===== config.mk =====
export PLATFORM = sky130hd
export DESIGN_NAME = muldiv_sequencer
export DESIGN_NICKNAME = d
export VERILOG_FILES = /design/src/rtl/muldiv_sequencer.sv
export SDC_FILE = /design/constraint.sdc
export NUM_CORES = 1
export LEC_CHECK = 0
export ABC_AREA = 1
export ABC_CLOCK_PERIOD_IN_PS = 4400
export CORE_UTILIZATION = 30
export CTS_BUF_LIST = sky130_fd_sc_hd__clkbuf_8
export CTS_CLUSTER_SIZE = 12
export DETAILED_ROUTE_END_ITERATION = 7
export PLACE_DENSITY = 0.45
export RECOVER_POWER = 50
export SYNTH_ARGS = -nofsm -noshare
export SYNTH_HDL_FRONTEND = slang
export SYNTH_SLANG_ARGS = --single-unit

===== constraint.sdc =====
create_clock -name clk -period 4.4 [get_ports clk]
set_clock_uncertainty 0.15 [all_clocks]
set_input_delay 0.66 -clock clk [delete_from_list [all_inputs] [get_ports clk]]
set_output_delay 0.66 -clock clk [all_outputs]
set_load 0.1 [all_outputs]

===== src/rtl/muldiv_sequencer.sv =====
// Iterative RV32M multiply/divide unit: one shift-add or restoring-subtract
// step per cycle, with start/busy/done handshake and flush abort.
module muldiv_sequencer #(
    parameter int unsigned XLEN = 32
) (
    input  logic            clk,
    input  logic            rst,
    input  logic            start,
    input  logic            flush,
    input  logic [2:0]      funct3,
    input  logic [XLEN-1:0] op_a,
    input  logic [XLEN-1:0] op_b,
    output logic            busy,
    output logic            done,
    output logic [XLEN-1:0] result
);

    localparam int unsigned CW = (XLEN > 1) ? $clog2(XLEN) : 1;
    localparam logic [CW-1:0] LAST = CW'(XLEN - 1);

    typedef enum logic [1:0] {
        S_IDLE = 2'd0,
        S_CALC = 2'd1,
        S_FIX  = 2'd2,
        S_DONE = 2'd3
    } state_t;

    state_t            r_state;
    state_t            w_state_nxt;
    logic              w_load;
    logic              w_div0;
    logic              w_step;
    logic              w_fix;

    logic [2:0]        r_f3;
    logic [XLEN-1:0]   r_op;
    logic [XLEN-1:0]   r_hi;
    logic [XLEN-1:0]   r_lo;
    logic [XLEN-1:0]   r_result;
    logic [CW-1:0]     r_count;
    logic              r_neg;

    // Operand decode at acceptance: signedness, magnitudes, result sign
    logic              w_is_div;
    logic              w_sgn_a;
    logic              w_sgn_b;
    logic              w_a_neg;
    logic              w_b_neg;
    logic [XLEN-1:0]   w_a_mag;
    logic [XLEN-1:0]   w_b_mag;
    logic              w_neg_load;

    assign w_is_div   = funct3[2];
    assign w_sgn_a    = w_is_div ? ~funct3[0] : (funct3[1:0] != 2'b11);
    assign w_sgn_b    = w_is_div ? ~funct3[0] : ~funct3[1];
    assign w_a_neg    = w_sgn_a & op_a[XLEN-1];
    assign w_b_neg    = w_sgn_b & op_b[XLEN-1];
    assign w_a_mag    = w_a_neg ? (~op_a + XLEN'(1)) : op_a;
    assign w_b_mag    = w_b_neg ? (~op_b + XLEN'(1)) : op_b;
    // Remainder follows the dividend; product and quotient follow sign(a)^sign(b)
    assign w_neg_load = (w_is_div && funct3[1]) ? w_a_neg : (w_a_neg ^ w_b_neg);

    // Iteration datapath: hi/lo hold accumulator/multiplier or remainder/quotient
    logic [XLEN:0]     w_sum;
    logic [XLEN:0]     w_trial;
    logic [XLEN:0]     w_diff;
    logic              w_fits;

    assign w_sum   = {1'b0, r_hi} + (r_lo[0] ? {1'b0, r_op} : {(XLEN+1){1'b0}});
    assign w_trial = {r_hi, r_lo[XLEN-1]};
    assign w_diff  = w_trial - {1'b0, r_op};
    assign w_fits  = ~w_diff[XLEN];

    logic [2*XLEN-1:0] w_prod;
    logic [2*XLEN-1:0] w_prod_fix;
    logic [XLEN-1:0]   w_quo_fix;
    logic [XLEN-1:0]   w_rem_fix;
    logic [XLEN-1:0]   w_fix_res;

    assign w_prod     = {r_hi, r_lo};
    assign w_prod_fix = r_neg ? (~w_prod + (2*XLEN)'(1)) : w_prod;
    assign w_quo_fix  = r_neg ? (~r_lo + XLEN'(1)) : r_lo;
    assign w_rem_fix  = r_neg ? (~r_hi + XLEN'(1)) : r_hi;

    always_comb begin
        w_fix_res = w_prod_fix[XLEN-1:0];
        if (r_f3[2]) begin
            w_fix_res = r_f3[1] ? w_rem_fix : w_quo_fix;
        end else if (r_f3[1:0] != 2'b00) begin
            w_fix_res = w_prod_fix[2*XLEN-1:XLEN];
        end
    end

    always_ff @(posedge clk or negedge rst) begin
        if (!rst) begin
            r_state <= S_IDLE;
        end else begin
            r_state <= w_state_nxt;
        end
    end

    always_comb begin
        w_state_nxt = r_state;
        w_load      = 1'b0;
        w_div0      = 1'b0;
        w_step      = 1'b0;
        w_fix       = 1'b0;
        case (r_state)
            S_IDLE: begin
                if (start && !flush) begin
                    w_load = 1'b1;
                    if (w_is_div && (op_b == '0)) begin
                        w_div0      = 1'b1;
                        w_state_nxt = S_DONE;
                    end else begin
                        w_state_nxt = S_CALC;
                    end
                end
            end
            S_CALC: begin
                if (flush) begin
                    w_state_nxt = S_IDLE;
                end else begin
                    w_step = 1'b1;
                    if (r_count == LAST) begin
                        w_state_nxt = S_FIX;
                    end
                end
            end
            S_FIX: begin
                if (flush) begin
                    w_state_nxt = S_IDLE;
                end else begin
                    w_fix       = 1'b1;
                    w_state_nxt = S_DONE;
                end
            end
            default: begin
                w_state_nxt = S_IDLE;
            end
        endcase
    end

    always_ff @(posedge clk or negedge rst) begin
        if (!rst) begin
            r_f3     <= '0;
            r_op     <= '0;
            r_hi     <= '0;
            r_lo     <= '0;
            r_result <= '0;
            r_count  <= '0;
            r_neg    <= 1'b0;
        end else begin
            if (w_load) begin
                r_f3    <= funct3;
                r_op    <= w_is_div ? w_b_mag : w_a_mag;
                r_hi    <= '0;
                r_lo    <= w_is_div ? w_a_mag : w_b_mag;
                r_count <= '0;
                r_neg   <= w_neg_load;
            end
            // Divide by zero bypasses iteration entirely
            if (w_div0) begin
                r_result <= funct3[1] ? op_a : {XLEN{1'b1}};
            end
            if (w_step) begin
                r_count <= r_count + CW'(1);
                if (r_f3[2]) begin
                    r_hi <= w_fits ? w_diff[XLEN-1:0] : w_trial[XLEN-1:0];
                    r_lo <= {r_lo[XLEN-2:0], w_fits};
                end else begin
                    r_hi <= w_sum[XLEN:1];
                    r_lo <= {w_sum[0], r_lo[XLEN-1:1]};
                end
            end
            if (w_fix) begin
                r_result <= w_fix_res;
            end
        end
    end

    assign busy   = (r_state != S_IDLE);
    assign done   = (r_state == S_DONE);
    assign result = r_result;

endmodule


==> flow_summary.yaml <==
status:
  status: "finished, violations left"
  violations: "capacitance limit, slew limit"
pwr:
  power.switching_uw: 11900
  clkPwrFrac: 0.061
  ir_drop_v: 0.000419
  comb_power_share: 0.778
  cellPowerDensity_nw_per_um2: 928
  seqPwrFrac: 0.161
  intPower_uw: 6270
  power_leakage_uw: 0.0100
  power_uw: 18200
  swShare: 0.655
floorplan:
  chipWidth_um: 242
  ioPinCount: 105
  start_util: 0.305
  die_area_sq_um: 58600
  die_y_um: 242
  num_rows: 87
  core_sq_um: 56700
synthesis:
  synth_nets: 3178
  synth_area_sq_um: 17300
  synthCells: 3035
  netlist-cell-type-count: 53
  avgSynthCellArea_sq_um: 5.70
  synth_seq_cells: 139
  yosysWarnings: 0
  ys_seq_area_frac: 0.201
clock_network:
  clk_latency_ps: 570
  tritoncts: "built"
  path_clk_slew_ps: 90
  cts_root_buf: "clkbuf_8"
  cts_setup_buffers: 0
  cts.sinks: 139
  cts_made_buffers: 17
  htreeDepth: 4
  clockBufferDepth: 2
timing:
  finalSetupTns_ps: 0
  max_freq_mhz: 273
  rsz0062_at_grt: "no"
  drv_slew: 99
  setup_violations: 0
  period_minus_slack_ps: 3660
  hold_violations: 0
  worst_pin_slew_ps: 2130
  maxSlewHeadroom: -0.423
  fin_crit_sh: 0.833
route:
  vias: 21100
  ant_nets: 0
  vias_per_cell: 5.44
  drc: 0
  wirelength_um: 96400
  post_drt_wl_per_cell_um: 24.9
  route.met2.wl_um: 43400
  drtPass1Iterations: 8
  top_layer_used: "met5"
  wl_met3_um: 7270
  drtIter0Drc: 2148
  m1WireLength_um: 41100
critical_path:
  worstPathRequired_ps: 4710
  start_kind: "primary input"
  end_kind: "register"
  criticalPathCategory: "in -> reg"
  crit_arrival_ps: 3980
  critPathMaxFanout: 35
grt:
  antenna_found_initial: 5
  grt_max_degree: 81
  grtUsageTotal: 0.324
  grt_pass1_vias: 20200
  globalRouteOverflowTotal: 0
  grt_pass1_wl_um: 139000
placement:
  port_buffers: 104
  place.gp.congestion: 1.06
  place_hpwl_um: 79400
  place_area_sq_um: 19200
hold_path:
  holdCritPathClass: "reg -> reg"
layout:
  n_fill_cell: 6512
  syn_to_final_growth_pct: 13.2
  design_area_sq_um: 19600
  layout.nets: 3249
  layout-drive-gt1-share: 0.0458
run:
  maxCapViolCount: 2
routing by layer:
| metal | GRT usage | vias to the layer above |
|---|---|---|
| met1 | 0.423 | 10100 |
| met3 | 0.0510 | 170 |
| met5 | 0 | - |
| met2 | 0.522 | 928 |
| met4 | 0.152 | 4 |
| li1 | - | 9935 |
logic make-up after synthesis:
family	synth area share
AO/OA/AOI/OAI	0.155
adder cells (fa/ha/maj)	0.0529
buffers and inverters	0.114
XOR/XNOR	0.0496
flip-flops	0.201
AND/OR/NAND/NOR	0.428
state kept, by name (all words and copies together) (netlist names):
register  cells
result       32
r_f3          3
r_op         32
r_hi         32
r_lo         32
r_state       2
r_neg         1
r_count       5
critical path: stages:
cell and delay, ps:
dlygate4sd3_1 610, inv_1 70, nand3_1 140, clkbuf_1 1540, o221ai_1 610, a22oi_1 330
final timing paths:
| path | endpoint | slack (ps) | from | cells after the start |
|---|---|---|---|---|
| hold reg to reg | result[30] | 330 | result[30] | 2 |
| max in group asynchronous | r_op[23] | 1210 | rst | 3 |
| setup reg to reg | result[31] | 940 | r_lo[6] | 13 |
| setup / recovery | r_lo[0] | 740 | flush | 6 |
| min in group asynchronous | r_hi[17] | 960 | rst | 2 |
| hold / removal | result[30] | 330 | result[30] | 2 |
cells in the mapped netlist, drive strengths merged:
| cell type | number | area share |
|---|---|---|
| buf | 44 | 0.014 |
| a31oi | 3 | 0.0011 |
| fa | 2 | 0.0023 |
| o21ai | 187 | 0.055 |
| a21boi | 2 | 0.00087 |
| and2 | 1 | 0.00036 |
| clkbuf | 57 | 0.012 |
| xnor2 | 18 | 0.0091 |
| nor2 | 301 | 0.067 |
| nand4 | 45 | 0.017 |
| nor3b | 2 | 0.00087 |
| a21o | 7 | 0.0030 |
| nor4 | 8 | 0.0033 |
| o211ai | 35 | 0.015 |
| a31o | 1 | 0.00051 |
| dfrtp | 139 | 0.20 |
| a22oi | 26 | 0.011 |
| nand2 | 1048 | 0.23 |
| o21a | 11 | 0.0048 |
| inv | 401 | 0.087 |
| or2 | 20 | 0.0072 |
| a32o | 1 | 0.00058 |
| o2111ai | 8 | 0.0040 |
| nand3b | 10 | 0.0043 |
| o21bai | 11 | 0.0048 |
| a21oi | 130 | 0.038 |
| and3 | 1 | 0.00036 |
| nand3 | 301 | 0.089 |
| o221ai | 10 | 0.0051 |
| nor3 | 27 | 0.0088 |
| o31ai | 2 | 0.00087 |
| o22ai | 24 | 0.0087 |
| a22o | 2 | 0.0010 |
| xor2 | 80 | 0.040 |
| ha | 70 | 0.051 |
through the flow:
stage | util | hold WS, ps | cells | worst slack, ps
after floorplan | - | 214 | 3035 | 1690
after global placement | 0.339 | 312 | 3842 | 912
after detailed placement | 0.339 | 315 | 3842 | 900
after CTS | 0.345 | 338 | 3875 | 1020
after global routing | 0.345 | 356 | 3876 | 743
final | 0.345 | 330 | 3877 | 735
placed cells by master (no fill, tap or decap), drive strengths merged, types with 2 or more instances in the layout:
cell	instances
xor2	80
o21a	11
a31oi	3
nand2	1048
clkdlybuf4s50	102
nor3b	2
o21ai	187
o21bai	11
xnor2	18
nor4	8
clkbuf	24
o31ai	2
diode	2
a21oi	130
a22o	2
nand3b	10
nor3	27
clkinvlp	2
o2111ai	8
fa	2
a22oi	26
nand4	45
nor2	301
o22ai	24
dlygate4sd3	2
o211ai	35
inv	405
or2	20
dfrtp	139
buf	44
a21o	7
clkinv	6
a21boi	2
ha	70
o221ai	10
nand3	301
area by class of cell:
type,count,area (sq um),share of cell area
timing repair buffer,153,1390,0.0712
clock buffer,19,262,0.0134
tap,756,946,0.0483
clock inverter,13,116,0.00594
inverter,401,1510,0.0770
antenna,2,5.00,0.000256
sequential,139,3480,0.178
multi-input combinational,2394,11900,0.606
repair_timing:
item                      4_1_cts  5_1_grt
resized for setup               0        0
hold buffers                    1        0
hold endpoints to repair       59        0
power groups by stage:
stage | Combinational (uW) | Sequential [uW] | Clock, uW
after floorplan | 8200 | 3460 | 0
after global placement | 13900 | 2900 | 0
after detailed placement | 13800 | 2900 | 0
after CTS | 13900 | 2880 | 1120
after global routing | 15300 | 2950 | 1180
final | 14100 | 2930 | 1110
Note: power is estimated with default switching activity, not from simulation.
